**config.mk**
```make
export PLATFORM = sky130hd
export DESIGN_NAME = isp_loader
export DESIGN_NICKNAME = d
export VERILOG_FILES = /design/src/rtl/isp_loader.sv
export SDC_FILE = /design/constraint.sdc
export NUM_CORES = 1
export LEC_CHECK = 0
export ABC_CLOCK_PERIOD_IN_PS = 6070
export BUFFER_PORTS_ARGS = -buffer_cell sky130_fd_sc_hd__buf_2
export CAP_MARGIN = 20
export CELL_PAD_IN_SITES_DETAIL_PLACEMENT = 1
export CELL_PAD_IN_SITES_GLOBAL_PLACEMENT = 1
export CORE_ASPECT_RATIO = 1.1
export CORE_MARGIN = 10
export CORE_UTILIZATION = 49
export DETAILED_ROUTE_END_ITERATION = 7
export HOLD_SLACK_MARGIN = 0.02
export PLACE_DENSITY = 0.86
export REMOVE_ABC_BUFFERS = 1
export SYNTH_ARGS = -nofsm -noshare
export SYNTH_HDL_FRONTEND = slang
export SYNTH_SLANG_ARGS = --single-unit
```
**constraint.sdc**
```tcl
create_clock -name clk -period 6.07 [get_ports clk]
set_input_delay 0.9105 -clock clk [delete_from_list [all_inputs] [get_ports clk]]
set_output_delay 0.9105 -clock clk [all_outputs]
set_load 0.02 [all_outputs]
```
**src/rtl/isp_loader.sv**
```systemverilog
// In-system-programming loader: parses a framed byte stream into little-endian
// 32-bit words and writes them to the instruction BRAM while holding the core in reset.
module isp_loader #(
  parameter int         RAM_DEPTH = 65536,
  parameter logic [7:0] SYNC_BYTE = 8'hA5,
  // Same width the BRAM derives from clogb2(RAM_DEPTH-1) for any depth >= 2
  localparam int        AW        = (RAM_DEPTH > 1) ? $clog2(RAM_DEPTH) : 1
) (
  input  logic          clk,
  input  logic          rst,
  input  logic          start,
  input  logic          rx_valid,
  input  logic [7:0]    rx_data,
  output logic          rx_ready,
  output logic          wen,
  output logic [31:0]   din,
  output logic [AW-1:0] waddr,
  output logic          busy,
  output logic          done,
  output logic          err,
  output logic          hold_cpu
);

  typedef enum logic [2:0] {
    S_IDLE, S_SYNC, S_LEN0, S_LEN1, S_DATA, S_CSUM, S_DONE, S_ERR
  } state_t;

  state_t        r_state;
  state_t        w_nextState;
  logic          w_accept;
  logic [15:0]   w_lenIn;
  logic [AW:0]   w_wordCntInc;
  logic          w_rxReadyNext;
  logic          w_holdNext;

  logic [7:0]    r_lenLo;
  logic [15:0]   r_len;
  logic [AW:0]   r_wordCnt;
  logic [1:0]    r_lane;
  logic [23:0]   r_word;
  logic [7:0]    r_csum;

  logic          r_rxReady;
  logic          r_busy;
  logic          r_hold;
  logic          r_done;
  logic          r_err;
  logic          r_wen;
  logic [31:0]   r_din;
  logic [AW-1:0] r_waddr;

  assign w_accept     = rx_valid && r_rxReady;
  assign w_lenIn      = {rx_data, r_lenLo};
  assign w_wordCntInc = r_wordCnt + (AW+1)'(1);

  always_ff @(posedge clk or posedge rst) begin
    if (rst) r_state <= S_IDLE;
    else     r_state <= w_nextState;
  end

  always_comb begin
    w_nextState   = r_state;
    w_rxReadyNext = 1'b0;
    w_holdNext    = 1'b0;
    case (r_state)
      S_IDLE, S_DONE, S_ERR: if (start) w_nextState = S_SYNC;
      S_SYNC: if (w_accept && rx_data == SYNC_BYTE) w_nextState = S_LEN0;
      S_LEN0: if (w_accept) w_nextState = S_LEN1;
      S_LEN1: begin
        if (w_accept) begin
          if (32'(w_lenIn) > 32'(RAM_DEPTH)) w_nextState = S_ERR;
          else if (w_lenIn == 16'd0)         w_nextState = S_CSUM;
          else                               w_nextState = S_DATA;
        end
      end
      S_DATA: begin
        if (w_accept && r_lane == 2'd3 && 32'(w_wordCntInc) == 32'(r_len))
          w_nextState = S_CSUM;
      end
      S_CSUM: if (w_accept) w_nextState = (rx_data == r_csum) ? S_DONE : S_ERR;
      default: w_nextState = S_IDLE;
    endcase
    // Status outputs are registered from the next state so they change with it
    case (w_nextState)
      S_SYNC, S_LEN0, S_LEN1, S_DATA, S_CSUM: begin
        w_rxReadyNext = 1'b1;
        w_holdNext    = 1'b1;
      end
      S_ERR:   w_holdNext = 1'b1;
      default: ;
    endcase
  end

  always_ff @(posedge clk or posedge rst) begin
    if (rst) begin
      r_lenLo   <= '0;
      r_len     <= '0;
      r_wordCnt <= '0;
      r_lane    <= '0;
      r_word    <= '0;
      r_csum    <= '0;
      r_rxReady <= 1'b0;
      r_busy    <= 1'b0;
      r_hold    <= 1'b0;
      r_done    <= 1'b0;
      r_err     <= 1'b0;
      r_wen     <= 1'b0;
      r_din     <= '0;
      r_waddr   <= '0;
    end else begin
      r_rxReady <= w_rxReadyNext;
      r_busy    <= w_rxReadyNext;
      r_hold    <= w_holdNext;
      r_done    <= (w_nextState == S_DONE);
      r_err     <= (w_nextState == S_ERR);
      r_wen     <= 1'b0;
      case (r_state)
        S_IDLE, S_DONE, S_ERR: begin
          if (start) begin
            r_wordCnt <= '0;
            r_lane    <= '0;
            r_csum    <= '0;
          end
        end
        S_LEN0: if (w_accept) r_lenLo <= rx_data;
        S_LEN1: if (w_accept) r_len <= w_lenIn;
        S_DATA: begin
          if (w_accept) begin
            r_csum <= r_csum ^ rx_data;
            // The fourth byte goes straight to din; lanes 0..2 wait in r_word
            if (r_lane == 2'd3) begin
              r_wen     <= 1'b1;
              r_din     <= {rx_data, r_word};
              r_waddr   <= r_wordCnt[AW-1:0];
              r_wordCnt <= w_wordCntInc;
              r_lane    <= 2'd0;
            end else begin
              r_word[{r_lane, 3'b000} +: 8] <= rx_data;
              r_lane <= r_lane + 2'd1;
            end
          end
        end
        default: ;
      endcase
    end
  end

  assign rx_ready = r_rxReady;
  assign busy     = r_busy;
  assign hold_cpu = r_hold;
  assign done     = r_done;
  assign err      = r_err;
  assign wen      = r_wen;
  assign din      = r_din;
  assign waddr    = r_waddr;

endmodule

```
==> results.toml <==
[synthesis]
syn_area_um2 = 6186
synth_most_common_cell = "nand2_1"
synth_cells = 672
synth_seq_cells = 131
yosysTopAreaCell = "dfrtp_1"
yosys-top-cells-count = "nand2_1 (223), dfrtp_1 (131), o21ai_0 (65)"
synth_edf_count = 0
synth_flop_cell = "dfrtp_1"
ys_warn_count = 0
ys_types = 52
syn_area_per_cell_um2 = 9.205
async_reset_ff_share_pct = 100.0
synth_top_area_share_pct = 52.99
ys_seq_area_share_pct = 52.99
ys_top_cells_by_area = "dfrtp_1 (53%), nand2_1 (14%), o21ai_0 (5.3%)"

[power_and_ir_drop]
p_seq_share_pct = 39.6
clkPwrFrac_pct = 39.7
power_frac_comb_pct = 20.7
p_int_mw = 1.958
total_power_mw = 2.857
cellPowerDensity_nw_per_um2 = 395.8
ir_drop_uv = 223.9
switchingPower_uw = 898.9
p_leak_nw = 3.598
sw_frac_of_total_pct = 31.47

[floorplanning]
core_region_area_um2 = 12480
die_w_um = 127.1
start_util_pct = 49.56
die-area_um2 = 17520
ios = 66
die_h_um = 137.8
num_rows = 43

[global_routing]
grt_pass1_vias = 5733
grt_max_degree = 74
antenna_found_initial = 0
grt_usage_pct = 22.60
grt_overflow = 0
grt_pass1_wl_mm = 31.43

[sta]
finalSetupTns_ps = 0
hold_violations = 0
slew_viol_final = 0
clock.fmax_ghz = 0.2955
max_slew_margin_pct = 27.19
post-route-min-period_ps = 3384
setup_slack_ps = 2686
grt_setup_unrepaired = "false"
worst_slew_pin_slew_ps = 1090
setup_viol = 0
fin_skew_ps = 11.75
finalCritPeriodShare_pct = 55.75
fin_hold_ws_ps = 465.6

[critical_path]
arrival_ps = 3670
critical_path.endpoint_type = "flop"
path_cells = "buf_2 > and2_1 > nand3_2 > buf_4 > clkinv_1 > buf_4 > and2_1 > o21ai_0 > o31ai_1"
critPathMaxFanout = 70
slowest_stage = "clkinv_1"
cp-start-kind = "primary input"
worstReg2RegStart = "r_state[2]"
worstSetupPathType = "in2reg"
slowest_delay_ps = 780
crit_path_start = "rx_valid"
worstPathRequired_ps = 6360

[drt]
drtIter0Drc = 422
routed_wirelength_mm = 19.29
routedWlPerCell_um = 21.63
first_pass_iters = 5
top_layer = "met4"
viasPerCell = 5.841
drtAntennaViolNets = 0
wirelength_met1_mm = 7.724
drc = 0
dr_wl_met2_mm = 10.04
dr_total_vias = 5210
dr_wl_met3_mm = 1.072

[layout]
drive_gt1_share_pct = 19.05
multi_input_area_um2 = 2699
stdcell_count = 892
regArea_um2 = 3278
stdcell_area_um2 = 7218
final_core_util_pct = 57.83
fin_nets = 741
antennaDiodeCount = 0
fill_cells = 1429
area_growth_pct = 16.69

[placement]
io_buffers = 65
dp_hpwl_mm = 11.06
dp_cells = 859
gp_congestion = 0.8881
placed_area_um2 = 6573
pre_cts_slack_ps = 2368

[clock_tree]
cts_root_buffer = "clkbuf_16"
cts_buffer_depth = 2
cts_tree = "done"
cts_inserted_buffers = 17
clk_pin_slew_ps = 60
ctsHoldBuffers = 0
clock_sinks = 131
htree_levels = 4
cts.repair.resized = 0
cts_setup_buffers = 0
clock_latency_ps = 440

[min_path]
min_from = "waddr[13]"
worst_hold_path_type = "reg2reg"

[outcome]
status = "finished, final reports clean"

[job]
maxCapViolations = 0
sequential cells by signal, summed over array words and instances (netlist names):
signal     cells
r_csum         8
r_state        3
din           32
r_lane         2
r_word        24
r_wordCnt     17
hold_cpu       1
done           1
r_lenLo        8
busy           1
r_len         16
waddr         16
wen            1
err            1
worst max-delay path, delay by kind of cell:
kind,cells,cell delay (ps)
compound gates,2,290
buf+inv,4,1970
simple gates,3,460
layout by cell type, fill, tap and decap left out, types with 5 or more instances in the layout:
cell	n
nor4_1	9
xor2_1	8
buf_2	65
mux2_2	25
clkbuf_16	17
inv_1	6
nand3_1	10
mux2i_1	5
xnor2_1	25
and2_1	6
o21ai_0	65
ha_1	7
nor2_1	33
nor3_1	6
a21oi_1	7
bufinv_16	5
nand4_1	13
o31ai_1	6
dfrtp_1	131
nand2_1	223
per-layer routing:
| layer | GRT usage [%] | vias up |
|---|---|---|
| met3 | 5.581 | 37 |
| met4 | 7.785 | 0 |
| met2 | 40.30 | 185 |
| li1 | - | 2333 |
| met1 | 25.86 | 2655 |
| met5 | 0 | - |
final cells by class:
cell class              instances  area share, %
flip-flops and latches        131          45.42
clock buffers                  18          5.946
multi-input cells             493          37.39
inverters                       8         0.4507
well taps                     157          2.721
repair buffers                 71          5.148
clock inverters                14          2.929
logic make-up after synthesis:
logic type | count (synthesis) | share of synthesized area (%)
DFF | 131 | 52.99
muxes | 30 | 5.360
adders and majority gates | 7 | 1.416
xor gates and xnor gates | 33 | 4.672
buffers and inverters | 48 | 3.378
and+or+nand+nor | 325 | 22.90
AOI/OAI and AO/OA | 98 | 9.284
power by group through the flow:
stage	combinational [mW]	clock, mW	sequential (mW)
after global routing	0.652	1.19	1.14
after detailed placement	0.552	0	1.13
after CTS	0.584	1.14	1.13
after global placement	0.503	0	1.12
final	0.590	1.14	1.13
after floorplan	0.387	0	1.11
final timing paths:
check | endpoint | slack, ps | cells past startpoint
setup / recovery | r_wordCnt[3] | 2690 | 9
hold / removal | waddr[13] | 470 | 2
setup reg to reg | r_wordCnt[3] | 2730 | 8
hold reg to reg | waddr[13] | 470 | 2
max in group asynchronous | r_len[3] | 3980 | 3
min in group asynchronous | din[20] | 620 | 2
No activity file was read; power rests on OpenSTA's default activity.
